### config.mk
export PLATFORM = sky130hd
export DESIGN_NAME = uart_rx
export DESIGN_NICKNAME = d
export VERILOG_FILES = /design/src/rtl/uart_rx_pkg.sv /design/src/rtl/uart_tick.sv /design/src/rtl/uart_rx.sv
export SDC_FILE = /design/constraint.sdc
export NUM_CORES = 1
export LEC_CHECK = 0
export CORE_AREA = 2 2 85 87
export DETAILED_ROUTE_END_ITERATION = 10
export DIE_AREA = 0 0 87 89
export DONT_BUFFER_PORTS = 1
export PLACE_DENSITY = 0.48
export SETUP_SLACK_MARGIN = 0.3
export SLEW_MARGIN = 40
export SYNTH_ARGS = -nofsm -noshare
export SYNTH_HDL_FRONTEND = slang
export SYNTH_SLANG_ARGS = --single-unit
### constraint.sdc
create_clock -name clk -period 2.3 [get_ports clk]
set_input_delay 0.69 -clock clk [delete_from_list [all_inputs] [get_ports clk]]
set_output_delay 0.69 -clock clk [all_outputs]
set_load 0.005 [all_outputs]
### src/rtl/uart_rx_pkg.sv
// uart_rx_pkg: shared receiver state encoding and frame constants
package uart_rx_pkg;
  localparam int DATA_BITS = 8;
  localparam int OVS_DEFAULT = 16;
  typedef enum logic [2:0] {IDLE, START, DATA, STOP, WAIT_HI} rx_state_e;
endpackage

### src/rtl/uart_tick.sv
// uart_tick: oversample tick generator, one tick every div+1 enabled clocks
module uart_tick #(
  parameter int BBITS = 16
) (
  input  logic             clk,
  input  logic             rst,
  input  logic             en,
  input  logic             restart,
  input  logic [BBITS-1:0] div,
  output logic             tick
);
  logic [BBITS-1:0] cnt_q, cnt_d;
  always_comb begin
    tick  = en && !restart && cnt_q == div;
    cnt_d = (!en || restart || cnt_q == div) ? '0 : cnt_q + 1'b1;
  end
  always_ff @(posedge clk or negedge rst) begin
    if (!rst) cnt_q <= '0;
    else      cnt_q <= cnt_d;
  end
endmodule

### src/rtl/uart_rx.sv
// uart_rx: oversampling 8N1 receiver with a one-byte valid/ready holding register
module uart_rx
  import uart_rx_pkg::*;
#(
  parameter int BBITS = 16,
  parameter int OVS   = OVS_DEFAULT
) (
  input  logic             clk,
  input  logic             rst,
  input  logic [BBITS-1:0] baud_div,
  input  logic             rxd,
  input  logic             rdy,
  output logic [7:0]       data,
  output logic             vld,
  output logic             frame_err,
  output logic             overrun,
  output logic             busy
);
  localparam int SW = $clog2(OVS);
  localparam int CW = $clog2(DATA_BITS);
  rx_state_e     state_q, state_d;
  logic          sync_q, rxs_q, prev_q;
  logic [SW-1:0] scnt_q, scnt_d;
  logic [CW-1:0] bcnt_q, bcnt_d;
  logic [7:0]    shift_q, shift_d, data_q, data_d;
  logic          vld_q, vld_d, ferr_q, ferr_d, ovr_q, ovr_d;
  logic          tick, fall, last, done;
  uart_tick #(.BBITS(BBITS)) u_tick (
    .clk     (clk),
    .rst     (rst),
    .en      (busy),
    .restart (fall),
    .div     (baud_div),
    .tick    (tick)
  );
  assign busy      = state_q != IDLE;
  assign data      = data_q;
  assign vld       = vld_q;
  assign frame_err = ferr_q;
  assign overrun   = ovr_q;
  always_comb begin
    state_d = state_q;
    scnt_d  = scnt_q;
    bcnt_d  = bcnt_q;
    shift_d = shift_q;
    done    = 1'b0;
    ferr_d  = 1'b0;
    fall    = state_q == IDLE && prev_q && !rxs_q;
    last    = tick && scnt_q == SW'(OVS - 1);
    case (state_q)
      IDLE: begin
        if (fall) begin
          state_d = START;
          scnt_d  = '0;
        end
      end
      START: begin
        if (tick) begin
          scnt_d = scnt_q + 1'b1;
          if (scnt_q == SW'(OVS / 2 - 1)) begin
            state_d = rxs_q ? IDLE : DATA;
            scnt_d  = '0;
            bcnt_d  = '0;
          end
        end
      end
      DATA: begin
        if (tick) scnt_d = last ? '0 : scnt_q + 1'b1;
        if (last) begin
          shift_d = {rxs_q, shift_q[7:1]};
          bcnt_d  = bcnt_q + 1'b1;
          state_d = bcnt_q == CW'(DATA_BITS - 1) ? STOP : DATA;
        end
      end
      STOP: begin
        if (tick) scnt_d = last ? '0 : scnt_q + 1'b1;
        if (last) begin
          state_d = rxs_q ? IDLE : WAIT_HI;
          done    = rxs_q;
          ferr_d  = !rxs_q;
        end
      end
      WAIT_HI: state_d = rxs_q ? IDLE : WAIT_HI;
      default: state_d = IDLE;
    endcase
    // a full holding register keeps its byte unless it is drained in the same cycle
    data_d = (done && (!vld_q || rdy)) ? shift_q : data_q;
    vld_d  = done || (vld_q && !rdy);
    ovr_d  = done && vld_q && !rdy;
  end
  always_ff @(posedge clk or negedge rst) begin
    if (!rst) begin
      state_q <= IDLE;
      sync_q  <= 1'b1;
      rxs_q   <= 1'b1;
      prev_q  <= 1'b1;
      scnt_q  <= '0;
      bcnt_q  <= '0;
      shift_q <= '0;
      data_q  <= '0;
      vld_q   <= 1'b0;
      ferr_q  <= 1'b0;
      ovr_q   <= 1'b0;
    end else begin
      state_q <= state_d;
      sync_q  <= rxd;
      rxs_q   <= sync_q;
      prev_q  <= rxs_q;
      scnt_q  <= scnt_d;
      bcnt_q  <= bcnt_d;
      shift_q <= shift_d;
      data_q  <= data_d;
      vld_q   <= vld_d;
      ferr_q  <= ferr_d;
      ovr_q   <= ovr_d;
    end
  end
endmodule

======== Yosys cells after proc, flatten, opt, wreduce, memory -nomap -nowiden ========
Index checks and enable logic that the tools add are counted.
storage, ports and cells
  input port bits ......................... 20
  flip-flop bits (word level) ............. 48
  word-level logic and storage cells ...... 80
  output and inout port bits .............. 12
cells by class
  add/subtract/negate cells ............... 3
  reduce and logical (&&, ||, !) cells .... 27
  equal/unequal tests ..................... 14
  mux-type cells .......................... 24
operators by type and width
  kind                     count
  $mux W3                  9
  $mux W4                  5
  $add A16 B1 Y16 const B  1
  $eq A16 B16 Y1           1
  $mux W16                 1
  $pmux W3 S5              1
  $pmux W4 S3              1
  $logic_and A1 B1 Y1      9
  $ne A2 B2 Y1 const B     4
  $reduce_and A4 Y1        2
  $eq A3 B2 Y1 const B     2
  $eq A3 B3 Y1 const B     2
  $pmux W3 S2              1
  $reduce_bool A3 Y1       2
  $logic_not A1 Y1         5
  $mux W1                  5
  $reduce_and A5 Y1        1
  $add A4 B1 Y4 const B    1
  $eq A4 B3 Y1 const B     1
  $eq A4 B4 Y1 const B     1
  $logic_or A1 B1 Y1       4
  $ne A2 B1 Y1 const B     2
  $add A3 B1 Y3 const B    1
  $eq A3 B1 Y1 const B     1
  other kinds (5)          5

======== Logic depth before layout (Yosys ltp) ========
  depth in word-level cells ............... 11
  gate-level depth with buffers ........... 7

======== Modules after synthesis ========
Synthesis repeated with hierarchy kept, for this count alone.
second synthesis, totals
  cells, all modules ...................... 220
  area, all modules ....................... 2492.4 sq um
modules (own cells, without submodules)
  module     instances  seq. area each (sq um)  cells an instance  area an instance (sq um)
  uart_rx    1          804.5                   119                1490.2
  uart_tick  1          400.4                   101                1002.2

======== Worst setup path before layout ========
Ideal clock, no wire load.
  kind .................................... input-to-reg
  start ................................... in baud_div[10]
  end ..................................... reg shift_q[0]
  path buffers ............................ 1
  required time ........................... 2.175 ns
  setup slack ............................. -0.205 ns
  cell stages on the path ................. 6
  setup time .............................. 0.125 ns
  data arrival time ....................... 2.380 ns
  cell sequence ........................... xor2_1 nor4_1 nand4_2 nor4_1 buf_4 mux2_2
between the ends
  longest elaborated chain between the ends .. 4
RTL lines
  item                         RTL line         text
  from (decl)                  uart_rx.sv:10    input logic [BBITS-1:0] baud_div,
  $eq A16 B16 Y1               uart_tick.sv:14  tick = en && !restart && cnt_q == div;
  $logic_and A1 B1 Y1          uart_tick.sv:14
  $logic_and A1 B1 Y1          uart_rx.sv:49    last = tick && scnt_q == SW'(OVS - 1);
  $reduce_and A2 Y1 (no line)  -
  to (signal assigned)         uart_rx.sv:111   shift_q <= shift_d;
  to (decl)                    uart_rx.sv:25    logic [7:0] shift_q, shift_d, data_q, data_d;
Every way passes these cells.
A chain may end at the register's enable or synchronous reset.

======== Final worst setup path ========
  start ................................... reg u_tick.cnt_q[12]
  end ..................................... reg bcnt_q[0]
between the ends
  longest elaborated chain between the ends .. 5
  elaborated cells on any way between the ends .. 6
RTL lines
  item                             RTL line         text
  from (decl)                      uart_tick.sv:12  logic [BBITS-1:0] cnt_q, cnt_d;
  from (signal assigned)           uart_tick.sv:19  else cnt_q <= cnt_d;
  $eq A16 B16 Y1 (*)               uart_tick.sv:14
  $logic_and A1 B1 Y1 (*)          uart_tick.sv:14
  $logic_and A1 B1 Y1              uart_rx.sv:49
  $ne A2 B2 Y1 (no line)           -
  $reduce_and A4 Y1 (no line) (*)  -
  to (signal assigned)             uart_rx.sv:110   bcnt_q <= bcnt_d;
  to (decl)                        uart_rx.sv:24    logic [CW-1:0] bcnt_q, bcnt_d;
Every way passes the cells marked *; elsewhere a longest branch is shown, timed or not.

==> qor.txt <==
status: finished, final reports clean
Final ANT Viol Nets: 0
Die Area: 0.007743 mm2
Setup Crit Path Kind: reg2reg
Final Skew: 0.004771 ns
number of nets in the layout: 259
Yosys top cell area share: 0.4883
I/O Buffers: 0
switching share of power: 0.2966
Crit Path Max Fanout: 5
most frequent cells in the layout: dfrtp_1 (41), xor2_1 (24), buf_4 (23), nor2_1 (19)
Clock Latency Late Sink: 0.30 ns
share of layout cells above drive strength 1: 0.3178
Flop pwr share: 0.512
endpoint class of the critical path: flop
Slew headroom: 0.7101
Mapped Area: 0.002306 mm2
Max Buffers Root-to-Sink: 2
maximum operating frequency: 482.6 MHz
fin cells: 316
Synth Area in Simple Gates: 0.1856
leading post-synthesis cells by cell area: dfrtp_1 (49%), xor2_1 (9.1%), mux2_2 (8.3%)
Final HPWL DP: 3.303 mm
Int Pwr: 1363 uW
Synth async-reset ratio: 1.000
Max-cap violations: 0
clock sink total: 48
Top Ports: 32
wire per inst: 15.14 um
syn_nets: 230
Die Width: 87 um
M1 GR Usage: 0.1765
most common cell after layout, fill and taps aside: dfrtp_1
clk slew on worst S/H paths: 0.09 ns
vias after detailed routing: 1580
Overall Power: 1938 uW
die height: 89 um
final setup fails: 0
dominant cell type by area after synthesis: dfrtp_1
Adder-Cell Fraction of Synth Area: 0.02170
met3 Use GR: 0.03324
dpl cells: 296
largest family of logic cells by synthesized area: simple AND/OR/NAND/NOR gates
Max IR drop VDD: 0.0002539 V
# diodes: 0
Routed WL: 4.784 mm
Comb power frac: 0.212
core area: 0.006719 mm2
Syn. warnings: 0
Global Route Usage Sum: 0.1287
Final min period: 2.072 ns
Root Buffer: clkbuf_8
dominant synthesized flop cell: dfrtp_1
pwr/cell area: 678.4 mW/mm2
first-pass GRT wire length: 7.590 mm
largest net degree at the start of global routing: 49
Synth Area in XOR/XNOR: 0.1177
starting DRC count in detailed routing: 54
CP startpoint kind: flop
Placement Setup Slack: -0.1777 ns
starting density of the core: 0.3432
final worst slack: 0.2280 ns
met2 Resource Use GR: 0.1992
Hold Path Class: in2async
Post-Synthesis Cells: 206
critical path arrival: 2.27 ns
Final Hold Fails: 0
Clock Power Share: 0.276
initial antenna violation count: 0
register area share after synthesis: 0.5225
Pleak: 0.001349 uW
grt total ovfl: 0
Compound-Gate Fraction of Synth Area: 0.04775
Req. time, crit path: 2.49 ns
H-tree depth: 2
peak-usage layer in the global routing report: met2
Avg Inst Size Synth: 11.19 um2
Psw: 574.8 uW
RSZ-0062 raised after global routing: yes
CTS tree: done
synth unique cells: 33
Post-synth EDFFs: 0
post-route clock period utilization: 0.9009
Slew @ Worst Pin: 0.4315 ns
vias in the first global route: 1514
GP Congestion: 0.7581
Fin Hold WS: 0.07346 ns
Pre-antenna DRT Iters: 4
multiplexer area fraction after synthesis: 0.09170
number of remaining DRC errors: 0
Vias/cell: 5.000
Pins Over Slew Limit: 0
num rows: 30
CTS buffer count: 5
register bit total from synthesis: 48
area growth from synthesis to final layout: 23.87%
-- power by group through the flow --
| stage | logic, uW | clock network (uW) | registers, uW |
|---|---|---|---|
| after floorplan | 260 | 0 | 997 |
| after global placement | 360 | 0 | 1010 |
| after detailed placement | 355 | 0 | 1000 |
| after CTS | 368 | 564 | 990 |
| after global routing | 455 | 594 | 1010 |
| final | 410 | 535 | 993 |
-- layout make-up --
cell class              count  area, um2
fillers                   629       3862
flip-flops and latches     48       1210
clock buffers               6      82.58
well taps                  80      100.1
multi-input cells         151       1195
clock inverters             2      13.76
repair buffers             28      251.5
inverters                   1      3.754
-- kinds of logic after synthesis --
kind of cell / Yosys count
AOI/OAI and AO/OA: 17
muxes: 19
buffers and inverters: 7
adders and majority gates: 4
xor gates and xnor gates: 31
DFF: 48
and+or+nand+nor: 80
-- worst paths after layout --
path                                            startpoint                     to  slack [ns]  cells past startpoint
worst max-delay path            u_tick.cnt_q[12]$_DFF_PN0_  bcnt_q[0]$_DFFE_PN0P_        0.23                      6
worst min-delay path                                   rst    frame_err$_DFF_PN0_        0.07                      0
worst max register to register  u_tick.cnt_q[12]$_DFF_PN0_  bcnt_q[0]$_DFFE_PN0P_        0.23                      6
worst min register to register            sync_q$_DFF_PN1_        rxs_q$_DFF_PN1_        0.37                      0
max in group asynchronous                              rst       sync_q$_DFF_PN1_        2.04                      0
min in group clk                          sync_q$_DFF_PN1_        rxs_q$_DFF_PN1_        0.37                      0
-- synth_stat cells (all sizes together), types with 3 or more instances --
library cell,number
dfrtp,45
xor2,24
nor2,19
mux2,17
nand2,14
nand3,9
nor3,7
xnor2,7
a21oi,6
and3,5
clkbuf,5
nor4,5
ha,4
nand4,4
a22o,3
dfstp,3
nand2b,3
nor2b,3
o21ai,3
or3,3
-- repair_timing --
action	CTS	global route
hold endpoints to repair	0	0
hold buffers	0	0
endpoints found under the setup margin	24	25
gates cloned	0	1
pin swaps	6	5
gates resized for setup	11	9
buffers inserted	5	6
-- worst max-delay path: stages, from the launching register on --
cell,delay [ns]
dfrtp_1,0.43
xor2_1,0.17
nor4_2,0.25
buf_4,0.16
nand4_4,0.16
or4_4,0.53
mux2_4,0.27
-- per-layer routing --
metal  vias to the layer above  share of wire
met5                         -              0
met2                        26           0.48
li1                        774              -
met3                         6          0.035
met4                         0          0.014
met1                       774           0.47
-- sequential cells by signal, summed over array words and instances, names as in the netlist --
name          cells
overrun           1
data              8
bcnt_q            3
shift_q           8
rxs_q             1
scnt_q            4
vld               1
sync_q            1
prev_q            1
state_q           3
u_tick.cnt_q     16
frame_err         1
-- per-stage QoR --
stage | setup TNS (ns) | utilization | cell area, um2
3_3_place_gp | -3.240 | 0.3831 | 2574
2_1_floorplan | -0.5563 | - | 2369
5_1_grt | 0 | 0.4251 | 2856
3_5_place_dp | -3.127 | 0.3831 | 2574
4_1_cts | 0 | 0.4102 | 2756
6_report | 0 | 0.4251 | 2856
Power figures use the tool's default switching activity.
